## src/rtl/tone_sequencer_if.sv

```systemverilog
// Purpose : bundles the event/tick inputs and the tone outputs of tone_sequencer.
// Signals : tick_en       - duration strobe, one clk wide
//           event_pulse   - event requests, bit 0 = highest priority
//           preScaleValue - prescaler value for the tone generator
//           sound_on      - a note is sounding
//           busy          - a melody is in progress
//           cur_event     - index of the playing event
// Modports: master = event source / tone consumer, slave = the sequencer.
interface tone_sequencer_if #(
    parameter int unsigned NUM_EVENTS = 3,
    parameter int unsigned PRESCALE_W = 10
);
    localparam int unsigned EW = (NUM_EVENTS > 1) ? $clog2(NUM_EVENTS) : 1;

    logic                  tick_en;
    logic [NUM_EVENTS-1:0] event_pulse;
    logic [PRESCALE_W-1:0] preScaleValue;
    logic                  sound_on;
    logic                  busy;
    logic [EW-1:0]         cur_event;

    modport master (
        output tick_en, event_pulse,
        input  preScaleValue, sound_on, busy, cur_event
    );

    modport slave (
        input  tick_en, event_pulse,
        output preScaleValue, sound_on, busy, cur_event
    );
endinterface

```

## src/rtl/tone_sequencer.sv

```systemverilog
// Purpose : sound-effect sequencer. Each event input launches a short melody of
//           up to NOTES_PER_EVENT notes, each lasting NOTE_TICKS tick_en pulses.
//           Lower event index has priority and may preempt a playing melody.
// Ports   : clk   - system clock
//           reset - synchronous, active-high reset
//           bus   - tone_sequencer_if slave (tick_en, event_pulse in;
//                   preScaleValue, sound_on, busy, cur_event out)
// All outputs are registered (1 clk latency from event/tick to output).
module tone_sequencer #(
    parameter int unsigned NUM_EVENTS      = 3,
    parameter int unsigned NOTES_PER_EVENT = 4,
    parameter int unsigned NOTE_TICKS      = 4,
    parameter int unsigned OCTAVE_SHIFT    = 0,
    parameter int unsigned PRESCALE_W      = 10,
    parameter logic [NUM_EVENTS*NOTES_PER_EVENT*4-1:0] MELODY = 48'hF8C8_FFF5_F047
) (
    input logic             clk,
    input logic             reset,
    tone_sequencer_if.slave bus
);
    localparam int unsigned   EW       = (NUM_EVENTS > 1) ? $clog2(NUM_EVENTS) : 1;
    localparam int unsigned   KW       = (NOTES_PER_EVENT > 1) ? $clog2(NOTES_PER_EVENT) : 1;
    localparam int unsigned   TW       = $clog2(NOTE_TICKS + 1);
    localparam logic [KW-1:0] K_LAST   = KW'(NOTES_PER_EVENT - 1);
    localparam logic [TW-1:0] T_LAST   = TW'(NOTE_TICKS - 1);
    localparam logic [3:0]    CODE_END = 4'hF;

    typedef enum logic {IDLE, PLAY} state_t;

    state_t                state_q, state_d;
    logic [EW-1:0]         cur_q, cur_d;
    logic [KW-1:0]         k_q, k_d;
    logic [TW-1:0]         t_q, t_d;
    logic                  busy_q, busy_d;
    logic                  snd_q, snd_d;
    logic [PRESCALE_W-1:0] pre_q, pre_d;

    logic                  ev_any;
    logic [EW-1:0]         ev_sel;
    logic [3:0]            code_start, code_cur, code_next, load_code;
    logic                  load;

    function automatic logic [9:0] note_period(input logic [3:0] code);
        case (code)
            4'd0:    return 10'h2EA;
            4'd1:    return 10'h2C0;
            4'd2:    return 10'h299;
            4'd3:    return 10'h273;
            4'd4:    return 10'h250;
            4'd5:    return 10'h22F;
            4'd6:    return 10'h20F;
            4'd7:    return 10'h1F2;
            4'd8:    return 10'h1D6;
            4'd9:    return 10'h1BB;
            4'd10:   return 10'h345;
            4'd11:   return 10'h316;
            default: return 10'h000;
        endcase
    endfunction

    function automatic logic [3:0] slot_code(input logic [EW-1:0] e, input logic [KW-1:0] k);
        int unsigned base;
        base = (32'(e) * NOTES_PER_EVENT + 32'(k)) * 4;
        return MELODY[base +: 4];
    endfunction

    // Lowest set request index wins.
    always_comb begin
        ev_any = 1'b0;
        ev_sel = '0;
        for (int unsigned i = 0; i < NUM_EVENTS; i++) begin
            if (bus.event_pulse[i] && !ev_any) begin
                ev_any = 1'b1;
                ev_sel = EW'(i);
            end
        end
    end

    // Past the last slot reads as an end code so the melody stops there.
    always_comb begin
        code_start = slot_code(ev_sel, '0);
        code_cur   = slot_code(cur_q, k_q);
        code_next  = (k_q == K_LAST) ? CODE_END : slot_code(cur_q, k_q + 1'b1);
    end

    always_comb begin
        state_d   = state_q;
        cur_d     = cur_q;
        k_d       = k_q;
        t_d       = t_q;
        busy_d    = busy_q;
        snd_d     = snd_q;
        pre_d     = pre_q;
        load      = 1'b0;
        load_code = code_start;

        unique case (state_q)
            IDLE: begin
                if (ev_any) begin
                    state_d = PLAY;
                    cur_d   = ev_sel;
                    k_d     = '0;
                    t_d     = '0;
                    busy_d  = 1'b1;
                    load    = 1'b1;
                end
            end
            PLAY: begin
                // A start/restart takes precedence over a same-edge tick,
                // which is then simply discarded.
                if (ev_any && (ev_sel <= cur_q)) begin
                    cur_d  = ev_sel;
                    k_d    = '0;
                    t_d    = '0;
                    busy_d = 1'b1;
                    load   = 1'b1;
                end else if (code_cur == CODE_END) begin
                    state_d = IDLE;
                    k_d     = '0;
                    t_d     = '0;
                    busy_d  = 1'b0;
                    snd_d   = 1'b0;
                end else if (bus.tick_en) begin
                    if (t_q == T_LAST) begin
                        if (code_next == CODE_END) begin
                            state_d = IDLE;
                            k_d     = '0;
                            t_d     = '0;
                            busy_d  = 1'b0;
                            snd_d   = 1'b0;
                        end else begin
                            k_d       = k_q + 1'b1;
                            t_d       = '0;
                            load      = 1'b1;
                            load_code = code_next;
                        end
                    end else begin
                        t_d = t_q + 1'b1;
                    end
                end
            end
        endcase

        // Rests (and an end code in slot 0) mute but keep the last prescaler.
        if (load) begin
            if (load_code < 4'd12) begin
                pre_d = PRESCALE_W'(note_period(load_code)) >> OCTAVE_SHIFT;
                snd_d = 1'b1;
            end else begin
                snd_d = 1'b0;
            end
        end
    end

    always_ff @(posedge clk) begin
        if (reset) begin
            state_q <= IDLE;
            cur_q   <= '0;
            k_q     <= '0;
            t_q     <= '0;
            busy_q  <= 1'b0;
            snd_q   <= 1'b0;
            pre_q   <= '0;
        end else begin
            state_q <= state_d;
            cur_q   <= cur_d;
            k_q     <= k_d;
            t_q     <= t_d;
            busy_q  <= busy_d;
            snd_q   <= snd_d;
            pre_q   <= pre_d;
        end
    end

    assign bus.preScaleValue = pre_q;
    assign bus.sound_on      = snd_q;
    assign bus.busy          = busy_q;
    assign bus.cur_event     = cur_q;
endmodule

```

## src/flat_wrapper.sv

```systemverilog
// flat-port wrapper written by rule: the top's interface ports become plain ports
module tone_sequencer_flat 
#(
    parameter int unsigned NUM_EVENTS      = 3,
    parameter int unsigned NOTES_PER_EVENT = 4,
    parameter int unsigned NOTE_TICKS      = 4,
    parameter int unsigned OCTAVE_SHIFT    = 0,
    parameter int unsigned PRESCALE_W      = 10,
    parameter logic [NUM_EVENTS*NOTES_PER_EVENT*4-1:0] MELODY = 48'hF8C8_FFF5_F047
)
  (clk, reset, bus_tick_en, bus_event_pulse, bus_preScaleValue, bus_sound_on, bus_busy, bus_cur_event);
  tone_sequencer_if #(.NUM_EVENTS(NUM_EVENTS), .PRESCALE_W(PRESCALE_W)) bus_i ();
  input logic clk;
  input logic reset;
  input wire logic [$bits(bus_i.tick_en)-1:0] bus_tick_en;
  input wire logic [$bits(bus_i.event_pulse)-1:0] bus_event_pulse;
  output wire logic [$bits(bus_i.preScaleValue)-1:0] bus_preScaleValue;
  output wire logic [$bits(bus_i.sound_on)-1:0] bus_sound_on;
  output wire logic [$bits(bus_i.busy)-1:0] bus_busy;
  output wire logic [$bits(bus_i.cur_event)-1:0] bus_cur_event;
  assign bus_i.tick_en = bus_tick_en;
  assign bus_i.event_pulse = bus_event_pulse;
  assign bus_preScaleValue = bus_i.preScaleValue;
  assign bus_sound_on = bus_i.sound_on;
  assign bus_busy = bus_i.busy;
  assign bus_cur_event = bus_i.cur_event;
  tone_sequencer #(.NUM_EVENTS(NUM_EVENTS), .NOTES_PER_EVENT(NOTES_PER_EVENT), .NOTE_TICKS(NOTE_TICKS), .OCTAVE_SHIFT(OCTAVE_SHIFT), .PRESCALE_W(PRESCALE_W), .MELODY(MELODY)) u_core (.clk(clk), .reset(reset), .bus(bus_i));
endmodule
```

## config.mk

```make
export PLATFORM = sky130hd
export DESIGN_NAME = tone_sequencer_flat
export DESIGN_NICKNAME = d
export VERILOG_FILES = /design/src/rtl/tone_sequencer_if.sv /design/src/rtl/tone_sequencer.sv /design/src/flat_wrapper.sv
export SDC_FILE = /design/constraint.sdc
export NUM_CORES = 1
export LEC_CHECK = 0
export CAP_MARGIN = 20
export CORE_MARGIN = 2
export CORE_UTILIZATION = 47
export CTS_BUF_LIST = sky130_fd_sc_hd__clkbuf_2 sky130_fd_sc_hd__clkbuf_4 sky130_fd_sc_hd__clkbuf_8
export CTS_CLUSTER_DIAMETER = 150
export DETAILED_ROUTE_END_ITERATION = 10
export GPL_TIMING_DRIVEN = 1
export PLACE_DENSITY = 0.78
export SLEW_MARGIN = 5
export SYNTH_ARGS = -nofsm -noshare
export SYNTH_HDL_FRONTEND = slang
export SYNTH_SLANG_ARGS = --single-unit
```

## constraint.sdc

```tcl
create_clock -name clk -period 3 [get_ports clk]
set_clock_uncertainty 0.05 [all_clocks]
set_input_delay 0.6 -clock clk [delete_from_list [all_inputs] [get_ports clk]]
set_output_delay 0.6 -clock clk [all_outputs]
set_load 0.005 [all_outputs]
```

==> flow_summary.ini <==
[yosys]
synthTopCellsByCount = nor2_1, dfxtp_1, nand2_1, ha_1, inv_1
synth_edf_count = 0
ys_types = 48
ys_async_sr_fraction_pct = 0
netlist_instances = 180
synth_top_area_cell = dfxtp_1
ys_seq_area_share_pct = 27.07
ys.flop_type = dfxtp_1
avgSynthCellArea_um2 = 8.216
yosysMostFrequentCell = nor2_1
ys_seq_elements = 20
synth_area_leaders = dfxtp_1, ha_1, nor2_1, o21ai_0, nand2_1
syn_nets = 199
yosys_warnings = 0
syn_area_um2 = 1479
synth_top_area_share_pct = 27.07

[power]
power.leakage_nw = 0.8830
power_mw = 0.7111
peakVddDrop_mv = 0.2639
p_per_area_nw_per_um2 = 344.0

[critical_path]
worstSetupPathType = flip-flop to flip-flop
worstSetupEndpointType = flip-flop
required_ns = 3.11
startpoint_type = flip-flop
slowest_stage = or3_4
critPathMaxFanout = 6
arrival_ns = 2.98
slowest_delay_ns = 0.44
crit_chain = inv_1, ha_4, xor2_2, o32ai_4, or3_4, nand2_2, nand2_2, nand2_4, inv_1, ha_1, and2_1, o32ai_1, nor3_1

[floorplan]
die_x_um = 60.10
start_util_pct = 48.84
dieArea_um2 = 3611
core_area_um2 = 3028
row_count = 20
io_pins = 20
dieHeight_um = 60.10

[grt]
grt_pass1_wl_um = 6389
grt_antenna_before_repair = 0
grt_pass1_vias = 1447
grt_max_degree = 16
grt_overflow = 0
track_usage_pct = 23.13

[drt]
via_count = 1511
wl_per_cell_um = 14.68
drcViolationCount = 0
ant_nets = 0
vias_per_cell = 5.515
wirelength_um = 4021
first_pass_iters = 4
drt_iter0_markers = 63

[clock_network]
clock-root-buffer = clkbuf_4
clk_pin_slew_ns = 0.11
numCtsBuffers = 3
cts_tree = yes
clockBufferDepth = 2
h-tree-depth = 1
clk_latency_ns = 0.29
cts_sinks = 20
hold_buffers = 0

[final_layout]
drive_above_1_share_pct = 30.00
num-fill-cells = 255
final_nets = 251
n_antenna_cell = 0
area_delta_synth_final_pct = 39.76

[status]
outcome = finished, final reports clean

[sta]
finalCriticalPeriod_ns = 2.876
setup_viol = 0
slew_viol_final = 0
hold_viol_final = 0
tns_ns = 0
finalWorstSetupSlack_ns = 0.1242
max_freq_mhz = 347.7
period_share_pct = 95.86
worst_slew_pin_slew_ns = 0.5979
maxSlewHeadroom_pct = 59.72

[job]
maxCapViolations = 0

[placement]
gp_congestion = 0.8750
place_ws_ns = -0.5876
dp_hpwl_um = 2989
port_buffers = 19

[min_path]
hold_class = flip-flop to flip-flop
-- layer usage --
layer	GRT usage (%)	share of wire, %	up-vias
met5	0	0	-
met4	4.127	1.5	0
met3	3.463	3.2	6
met2	44.41	54	39
met1	26.83	41	717
li1	-	-	749
-- metrics by stage --
stage	util [%]	instance area, um2	hold slack [ns]	cells
after floorplan	-	1528	0.4147	180
after global placement	64.75	1961	0.4112	266
after detailed placement	64.75	1961	0.4181	266
after CTS	66.28	2007	0.4325	272
after global routing	68.26	2067	0.4455	274
final	68.26	2067	0.4363	274
-- cells by family after synthesis --
logic type               after synthesis  synth area share, %
AND/OR/NAND/NOR                       67                22.59
AO/OA/AOI/OAI                         55                29.19
flip-flops                            20                27.07
buffers and inverters                 19                6.175
adder cells (fa/ha/maj)               13                11.00
XOR/XNOR                               3                1.777
multiplexers                           3                2.200
-- report_power, final --
group,total (mW),internal [mW],switching [mW]
logic,0.283,0.150,0.133
clock network,0.122,0.0467,0.0757
registers,0.306,0.291,0.0151
-- timing repair --
item,CTS,global route
gates resized for setup,5,17
setup endpoints to repair,10,8
buffers inserted,3,2
pin swaps,4,8
-- worst max-delay path: cells and delay by family (launching register included) --
kind                       cells  cell delay, ns
xor gates and xnor gates       1            0.19
AOI/OAI and AO/OA              2            0.37
buffers and inverters          2            0.23
adders and majority gates      2            0.51
DFF                            1            0.43
and+or+nand+nor                6            0.95
-- flip-flops by register name, summed over array words and instances, names as in the netlist --
signal                    flops
u_core.k_q                    2
u_core.bus.preScaleValue     10
u_core.t_q                    3
u_core.bus.cur_event          2
u_core.state_q                1
u_core.bus.busy               1
u_core.bus.sound_on           1
-- cell usage in the layout (no fill, tap or decap), types with 4 or more instances in the layout --
| master | count |
|---|---|
| a21oi_1 | 10 |
| buf_4 | 33 |
| clkdlybuf4s50_1 | 16 |
| dfxtp_1 | 20 |
| ha_1 | 9 |
| inv_1 | 11 |
| nand2_1 | 7 |
| nand2_2 | 6 |
| nand2b_1 | 4 |
| nor2_1 | 20 |
| nor3_1 | 4 |
| o21ai_0 | 12 |
-- path summary, 6_finish.rpt --
kind,from,endpoint,slack [ns],cells after the start
max,u_core.k_q[1],u_core.bus.preScaleValue[7],0.12,13
min,u_core.bus.preScaleValue[5],u_core.bus.preScaleValue[5],0.44,2
max reg2reg,u_core.k_q[1],u_core.bus.preScaleValue[7],0.12,13
min reg2reg,u_core.bus.preScaleValue[5],u_core.bus.preScaleValue[5],0.44,2
-- layout make-up --
| type | count | area [um2] | area share (%) |
|---|---|---|---|
| Timing Repair Buffer | 53 | 442.9 | 21.43 |
| Sequential cell | 20 | 400.4 | 19.37 |
| Inverter | 13 | 48.80 | 2.361 |
| Multi-Input combinational cell | 141 | 1097 | 53.09 |
| Clock buffer | 3 | 22.52 | 1.090 |
| Tap cell | 44 | 55.05 | 2.663 |
Note: power is estimated with default switching activity, not from simulation.
